<file path="src/rtl/mux_scan_pkg.sv">
// Shared types and helpers for the analog-mux channel sequencer.
// State and mode encodings plus the channel clamp used on every channel input.
package mux_scan_pkg;

    typedef enum logic [2:0] {
        StIdle,
        StSetup,
        StStrobe,
        StHold,
        StDwell
    } state_e;

    localparam logic [1:0] MODE_UP       = 2'b00;
    localparam logic [1:0] MODE_DOWN     = 2'b01;
    localparam logic [1:0] MODE_MANUAL   = 2'b10;
    localparam logic [1:0] MODE_PINGPONG = 2'b11;

    // Limit a requested channel to the physical range 0..num_ch-1.
    function automatic int unsigned clamp_ch(input int unsigned ch, input int unsigned num_ch);
        return (ch >= num_ch) ? (num_ch - 1) : ch;
    endfunction

endpackage

</file>
<file path="src/rtl/mux_next_ch.sv">
// Combinational next-channel / direction logic for the mux sequencer.
// i_ch_last and i_man_ch must already be clamped to the physical range.
module mux_next_ch
    import mux_scan_pkg::*;
#(
    parameter int unsigned CH_W = 5
) (
    input  logic [CH_W-1:0] i_cur_ch,
    input  logic [1:0]      i_mode,
    input  logic [CH_W-1:0] i_ch_last,
    input  logic            i_dir_up,
    input  logic            i_man_pend,
    input  logic [CH_W-1:0] i_man_ch,
    output logic [CH_W-1:0] o_next_ch,
    output logic            o_dir_up,
    output logic            o_rewrite
);

    logic w_over;
    logic w_at_last;
    logic w_at_zero;

    assign w_over    = (i_cur_ch > i_ch_last);
    assign w_at_last = (i_cur_ch == i_ch_last);
    assign w_at_zero = (i_cur_ch == '0);

    always_comb begin
        o_next_ch = i_cur_ch;
        o_dir_up  = i_dir_up;
        o_rewrite = 1'b1;
        case (i_mode)
            MODE_UP: begin
                o_next_ch = (w_over || w_at_last) ? '0 : i_cur_ch + CH_W'(1);
            end
            MODE_DOWN: begin
                o_next_ch = (w_over || w_at_zero) ? i_ch_last : i_cur_ch - CH_W'(1);
            end
            MODE_PINGPONG: begin
                if (w_over || (i_ch_last == '0)) begin
                    o_next_ch = '0;
                    o_dir_up  = 1'b1;
                end else if (i_dir_up) begin
                    // Turn around at the top without repeating the endpoint.
                    if (w_at_last) begin
                        o_next_ch = i_cur_ch - CH_W'(1);
                        o_dir_up  = 1'b0;
                    end else begin
                        o_next_ch = i_cur_ch + CH_W'(1);
                    end
                end else begin
                    if (w_at_zero) begin
                        o_next_ch = i_cur_ch + CH_W'(1);
                        o_dir_up  = 1'b1;
                    end else begin
                        o_next_ch = i_cur_ch - CH_W'(1);
                    end
                end
            end
            MODE_MANUAL: begin
                if (i_man_pend) begin
                    o_next_ch = i_man_ch;
                end else begin
                    o_rewrite = 1'b0;
                end
            end
            default: begin
                o_next_ch = '0;
            end
        endcase
    end

endmodule

</file>
<file path="src/rtl/mux_scan_ctrl.sv">
// Channel sequencer for parallel-addressed analog muxes: CS/WR write sequence,
// dwell timing and up/down/manual/ping-pong channel stepping.
module mux_scan_ctrl
    import mux_scan_pkg::*;
#(
    parameter int unsigned CH_W      = 5,
    parameter int unsigned NUM_CH    = 32,
    parameter int unsigned DWELL_W   = 24,
    parameter int unsigned SETUP_CYC = 2,
    parameter int unsigned WR_CYC    = 2,
    parameter int unsigned HOLD_CYC  = 1
) (
    input  logic               clk,
    input  logic               rst,
    input  logic               i_run,
    input  logic [1:0]         i_mode,
    input  logic [CH_W-1:0]    i_ch_last,
    input  logic [DWELL_W-1:0] i_dwell,
    input  logic [CH_W-1:0]    i_manual_ch,
    input  logic               i_manual_stb,
    output logic [CH_W-1:0]    o_mux_a,
    output logic               o_mux_cs_n,
    output logic               o_mux_wr_n,
    output logic               o_mux_en_n,
    output logic [CH_W-1:0]    o_cur_ch,
    output logic               o_ch_valid,
    output logic               o_ch_change,
    output logic               o_busy
);

    localparam logic [DWELL_W-1:0] SetupLoad = DWELL_W'(SETUP_CYC - 1);
    localparam logic [DWELL_W-1:0] WrLoad    = DWELL_W'(WR_CYC - 1);
    localparam logic [DWELL_W-1:0] HoldLoad  = DWELL_W'(HOLD_CYC - 1);

    state_e              r_state;
    state_e              w_state_next;
    logic [DWELL_W-1:0]  r_cnt;
    logic [CH_W-1:0]     r_addr;
    logic [CH_W-1:0]     r_cur_ch;
    logic [CH_W-1:0]     r_man_ch;
    logic                r_man_pend;
    logic                r_dir_up;
    logic                r_first;

    logic [CH_W-1:0]     w_ch_last;
    logic [CH_W-1:0]     w_man_ch_in;
    logic [CH_W-1:0]     w_man_ch_eff;
    logic                w_man_pend_eff;
    logic [CH_W-1:0]     w_start_ch;
    logic [CH_W-1:0]     w_next_ch;
    logic                w_dir_next;
    logic                w_rewrite;
    logic                w_cnt_done;
    logic [DWELL_W-1:0]  w_dwell_load;
    logic                w_start;
    logic                w_dwell_exit;
    logic                w_consume;

    assign w_ch_last    = CH_W'(clamp_ch(32'(i_ch_last), NUM_CH));
    assign w_man_ch_in  = CH_W'(clamp_ch(32'(i_manual_ch), NUM_CH));
    // A strobe arriving on the consuming cycle is used directly, not lost.
    assign w_man_pend_eff = r_man_pend | i_manual_stb;
    assign w_man_ch_eff   = i_manual_stb ? w_man_ch_in : r_man_ch;
    assign w_cnt_done     = (r_cnt == '0);
    assign w_dwell_load   = (i_dwell == '0) ? '0 : i_dwell - DWELL_W'(1);

    always_comb begin
        case (i_mode)
            MODE_DOWN:   w_start_ch = w_ch_last;
            MODE_MANUAL: w_start_ch = w_man_pend_eff ? w_man_ch_eff : w_man_ch_in;
            default:     w_start_ch = '0;
        endcase
    end

    mux_next_ch #(
        .CH_W (CH_W)
    ) u_next_ch (
        .i_cur_ch   (r_cur_ch),
        .i_mode     (i_mode),
        .i_ch_last  (w_ch_last),
        .i_dir_up   (r_dir_up),
        .i_man_pend (w_man_pend_eff),
        .i_man_ch   (w_man_ch_eff),
        .o_next_ch  (w_next_ch),
        .o_dir_up   (w_dir_next),
        .o_rewrite  (w_rewrite)
    );

    assign w_start      = (r_state == StIdle) && i_run;
    assign w_dwell_exit = (r_state == StDwell) && w_cnt_done && (!i_run || w_rewrite);
    assign w_consume    = w_start || w_dwell_exit;

    always_ff @(posedge clk) begin
        if (rst) begin
            r_state <= StIdle;
        end else begin
            r_state <= w_state_next;
        end
    end

    always_comb begin
        w_state_next = r_state;
        unique case (r_state)
            StIdle:   if (i_run) w_state_next = StSetup;
            StSetup:  if (w_cnt_done) w_state_next = StStrobe;
            StStrobe: if (w_cnt_done) w_state_next = StHold;
            StHold:   if (w_cnt_done) w_state_next = StDwell;
            StDwell: begin
                // Manual mode with nothing pending simply re-arms the dwell.
                if (w_cnt_done) begin
                    if (!i_run) begin
                        w_state_next = StIdle;
                    end else if (w_rewrite) begin
                        w_state_next = StSetup;
                    end
                end
            end
            default:  w_state_next = StIdle;
        endcase
    end

    always_comb begin
        o_mux_cs_n  = 1'b1;
        o_mux_wr_n  = 1'b1;
        o_mux_en_n  = 1'b1;
        o_ch_valid  = 1'b0;
        o_ch_change = 1'b0;
        o_busy      = 1'b1;
        unique case (r_state)
            StIdle:   o_busy = 1'b0;
            StSetup:  o_mux_cs_n = 1'b0;
            StStrobe: begin
                o_mux_cs_n = 1'b0;
                o_mux_wr_n = 1'b0;
            end
            StHold:   o_mux_cs_n = 1'b0;
            // Switch is enabled only once the new address is latched.
            StDwell: begin
                o_mux_en_n  = 1'b0;
                o_ch_valid  = 1'b1;
                o_ch_change = r_first;
            end
            default:  o_busy = 1'b0;
        endcase
    end

    assign o_mux_a  = r_addr;
    assign o_cur_ch = r_cur_ch;

    always_ff @(posedge clk) begin
        if (rst) begin
            r_cnt      <= '0;
            r_addr     <= '0;
            r_cur_ch   <= '0;
            r_man_ch   <= '0;
            r_man_pend <= 1'b0;
            r_dir_up   <= 1'b1;
            r_first    <= 1'b0;
        end else begin
            if (i_manual_stb) begin
                r_man_ch <= w_man_ch_in;
            end
            if (w_consume) begin
                r_man_pend <= 1'b0;
            end else if (i_manual_stb) begin
                r_man_pend <= 1'b1;
            end

            unique case (r_state)
                StIdle: begin
                    if (i_run) begin
                        r_addr   <= w_start_ch;
                        r_cnt    <= SetupLoad;
                        r_dir_up <= 1'b1;
                    end
                end
                StSetup: begin
                    r_cnt <= w_cnt_done ? WrLoad : r_cnt - DWELL_W'(1);
                end
                StStrobe: begin
                    r_cnt <= w_cnt_done ? HoldLoad : r_cnt - DWELL_W'(1);
                end
                StHold: begin
                    if (w_cnt_done) begin
                        r_cnt    <= w_dwell_load;
                        r_cur_ch <= r_addr;
                        r_first  <= 1'b1;
                    end else begin
                        r_cnt <= r_cnt - DWELL_W'(1);
                    end
                end
                StDwell: begin
                    r_first <= 1'b0;
                    if (w_cnt_done) begin
                        if (i_run && w_rewrite) begin
                            r_addr   <= w_next_ch;
                            r_dir_up <= w_dir_next;
                            r_cnt    <= SetupLoad;
                        end else begin
                            r_cnt <= w_dwell_load;
                        end
                    end else begin
                        r_cnt <= r_cnt - DWELL_W'(1);
                    end
                end
                default: begin
                    r_cnt <= '0;
                end
            endcase
        end
    end

endmodule

</file>
<file path="config.mk">
export PLATFORM = sky130hd
export DESIGN_NAME = mux_scan_ctrl
export DESIGN_NICKNAME = d
export VERILOG_FILES = /design/src/rtl/mux_scan_pkg.sv /design/src/rtl/mux_next_ch.sv /design/src/rtl/mux_scan_ctrl.sv
export SDC_FILE = /design/constraint.sdc
export NUM_CORES = 1
export LEC_CHECK = 0
export ABC_AREA = 1
export CAP_MARGIN = 20
export CELL_PAD_IN_SITES_DETAIL_PLACEMENT = 1
export CELL_PAD_IN_SITES_GLOBAL_PLACEMENT = 1
export CORE_MARGIN = 1
export CORE_UTILIZATION = 39
export DETAILED_ROUTE_END_ITERATION = 16
export PLACE_DENSITY_LB_ADDON = 0.1
export SLEW_MARGIN = 20
export SYNTH_ARGS = -nofsm -noshare
export SYNTH_HDL_FRONTEND = slang
export SYNTH_SLANG_ARGS = --single-unit
</file>
<file path="constraint.sdc">
create_clock -name clk -period 2.6 [get_ports clk]
set_clock_uncertainty 0.2 [all_clocks]
set_input_delay 0.52 -clock clk [delete_from_list [all_inputs] [get_ports clk]]
set_output_delay 0.52 -clock clk [all_outputs]
set_load 0.05 [all_outputs]
</file>
==> qor.yml <==
cts:
  cts_buffers: 5
  clockRootBuffer: "clkbuf_8"
  clk_latency_ps: 310
  clkSlewWorstSetupHoldPaths_ps: 90
  cts.sinks: 45
  clock_path_buffers: 2
  cts_tree: "yes"
  cts-htree-levels: 2
placement:
  placed_cell_area_um2: 5475
  place.gp.congestion: 0.9159
  dp_hpwl_um: 13520
  port_buffers: 55
  pre_cts_slack_ps: -293.1
power_and_ir_drop:
  p_comb_frac: 0.730
  power_frac_seq: 0.188
  powerDensity_nw_per_um2: 1116
  p_sw_mw: 3.512
  switching_share: 0.5588
  p_int_mw: 2.773
  ir_drop_v: 0.0005933
  p_leak_nw: 2.857
  pwr-share-clk: 0.082
floorplan:
  die_h_um: 105.7
  io_pins: 56
  dieArea_um2: 11170
  core_area_um2: 10370
  initial_core_util: 0.4043
  die_w_um: 105.7
  row_count: 37
worst_setup_path:
  critical_path_required_ps: 2640
  crit_top_cell: "nand2_1"
  path_cells: "clkdlybuf4s50_1, inv_1, ha_1, nand2_2, inv_1, nand2_1, buf_4, nand2_1, nand3_1, nand2_1, nor2_1, nor2_1, nand2_1, nand2_1, a21oi_2"
  cp_max_fo: 3
  start_kind: "input pin"
  cp-end-kind: "flip-flop"
  cp_slowest_cell: "clkdlybuf4s50_1"
  cp_slowest_stage_delay_ps: 500
  critPathTopFamily: "simple AND/OR/NAND/NOR gates"
  crit_type: "input pin to flip-flop"
  cp_num_buf_inv: 4
  critical_path_arrival_ps: 2530
sta:
  rsz0062_at_grt: "yes"
  whs_ps: 281.6
  max_slew.worst_pin.slew_ps: 694.8
  max_slew_margin: 0.5333
  finalSetupTns_ps: 0
  post-route-min-period_ps: 2488
  setup_ws_ps: 111.6
  max_freq_mhz: 401.9
  drv_slew: 0
  finalSetupViolCount: 0
  hold_viol_final: 0
  fin_crit_sh: 0.9571
global_route:
  overflow: 0
  grt_pass1_vias: 5308
  grt_max_degree: 22
  antenna_found_initial: 0
  gr-usage-all-layers: 0.3025
  grt_pass1_wl_um: 26830
synth:
  yosys_warnings: 0
  synth_seq_cells: 45
  synth_top_area_frac: 0.2149
  synth_edf_count: 0
  ys_seq_area_frac: 0.2149
  syn_area_per_cell_um2: 5.889
  yosysMostFrequentCell: "nand2_1"
  synth_nets: 767
  yosys-top-cells-count: "nand2_1 (206), inv_1 (92), nor2_1 (92), nand3_1 (71), dfxtp_1 (45)"
  synth_ff_type: "dfxtp_1"
  post-synth-top-area-cell: "dfxtp_1"
  syn-instance-count: 712
  yosysUniqueCellTypes: 37
  async_reset_ff_frac: 0
  syn_area_um2: 4193
  synth_area_leaders: "dfxtp_1 (21%), nand2_1 (18%), nand3_1 (8.5%), inv_1 (8.2%), nor2_1 (8.2%)"
final_layout:
  diodes: 0
  area_growth_pct: 34.29
  final_util: 0.5430
  design_area_um2: 5630
  drive_above_1_share: 0.1649
  nNetsFinal: 897
detailed_routing:
  drtAntennaViolNets: 0
  via_per_inst: 5.229
  vias: 5119
  drt_iter0_markers: 245
  first_pass_iters: 5
  drt-total-wl_um: 16360
  avgRoutedWirePerCell_um: 16.71
  drc: 0
min_path:
  hold_class: "flip-flop to flip-flop"
outcome:
  outcome: "complete, no violations"
flow_run:
  cap_violations: 0
==> what timing repair did <==
item,CTS,global route
resized for setup,0,13
hold endpoints to repair,0,0
buffers inserted,0,1
hold buffers,0,0
endpoints found under the setup margin,0,13
==> cells by family after synthesis <==
group | Yosys count | synth area share
xor gates and xnor gates | 32 | 0.06685
DFF | 45 | 0.2149
and+or+nand+nor | 418 | 0.4363
buffers and inverters | 106 | 0.1012
adders and majority gates | 15 | 0.04476
AOI/OAI and AO/OA | 96 | 0.1361
==> worst paths after layout <==
path / start / endpoint / slack [ps] / cells past startpoint
worst max-delay path: i_ch_last[2] / o_mux_a[2] / 110 / 15
worst min-delay path: r_first / r_first / 280 / 2
worst min register to register: r_first / r_first / 280 / 2
worst max register to register: r_cnt[0] / o_cur_ch[0] / 290 / 9
==> power groups by stage <==
stage | clock (mW) | combinational, mW | sequential, mW
5_1_grt | 0.550 | 5.09 | 1.21
6_report | 0.514 | 4.59 | 1.18
2_1_floorplan | 0 | 3.13 | 1.21
3_3_place_gp | 0 | 4.34 | 1.17
4_1_cts | 0.522 | 4.55 | 1.17
3_5_place_dp | 0 | 4.51 | 1.19
==> stage by stage <==
stage                     power [mW]  std cells
after floorplan                4.339        712
after global placement         5.510        970
after detailed placement       5.700        970
after CTS                      6.250        978
after global routing           6.850        979
final                          6.285        979
==> state kept, by name (all words and copies together) (netlist names) <==
register	flops
r_first	1
o_cur_ch	5
r_cnt	24
o_mux_a	5
r_man_pend	1
r_dir_up	1
r_state	3
r_man_ch	5
==> metal layers <==
layer / part of all wire / vias up / track usage / wire [µm]
met2: 0.44 / 145 / 0.4697 / 7127
li1: - / 2524 / - / -
met3: 0.055 / 22 / 0.04205 / 906
met1: 0.50 / 2428 / 0.4431 / 8099
met4: 0.014 / 0 / 0.05853 / 225
met5: 0 / - / 0 / 0
==> worst reg2reg max path, stage by stage (launching register included) <==
cell      delay [ps]
dfxtp_1          340
inv_1            120
ha_1             210
nand3_1           80
nor2_1           110
nand3b_1         110
nor2_2           250
nand2_1          370
o21ai_0          280
a21oi_1          100
==> placed cells by master (no fill, tap or decap), types with 3 or more instances in the layout <==
cell / n
nand2_1: 204
inv_1: 92
nor2_1: 90
buf_4: 83
nand3_1: 69
clkdlybuf4s50_1: 49
dfxtp_1: 45
a21oi_1: 43
o21ai_0: 27
xor2_1: 23
ha_1: 14
nor2_2: 11
nand2_2: 10
xnor2_1: 9
nor3_1: 8
clkbuf_8: 7
nand4_1: 6
o211ai_2: 6
o211ai_1: 6
nand3b_1: 4
buf_12: 4
nand3_2: 3
nor2_4: 3
o21ai_1: 3
a211oi_1: 3
o221ai_1: 3
==> final cells by class <==
class,count,area [µm²]
Sequential cell,45,900.9
Clock buffer,7,96.34
Timing Repair Buffer,136,1194
Inverter,93,350.3
Fill cell,1498,4740
Tap cell,136,170.2
Multi-Input combinational cell,561,2914
Clock inverter,1,5.005
No activity file was read; power rests on OpenSTA's default activity.
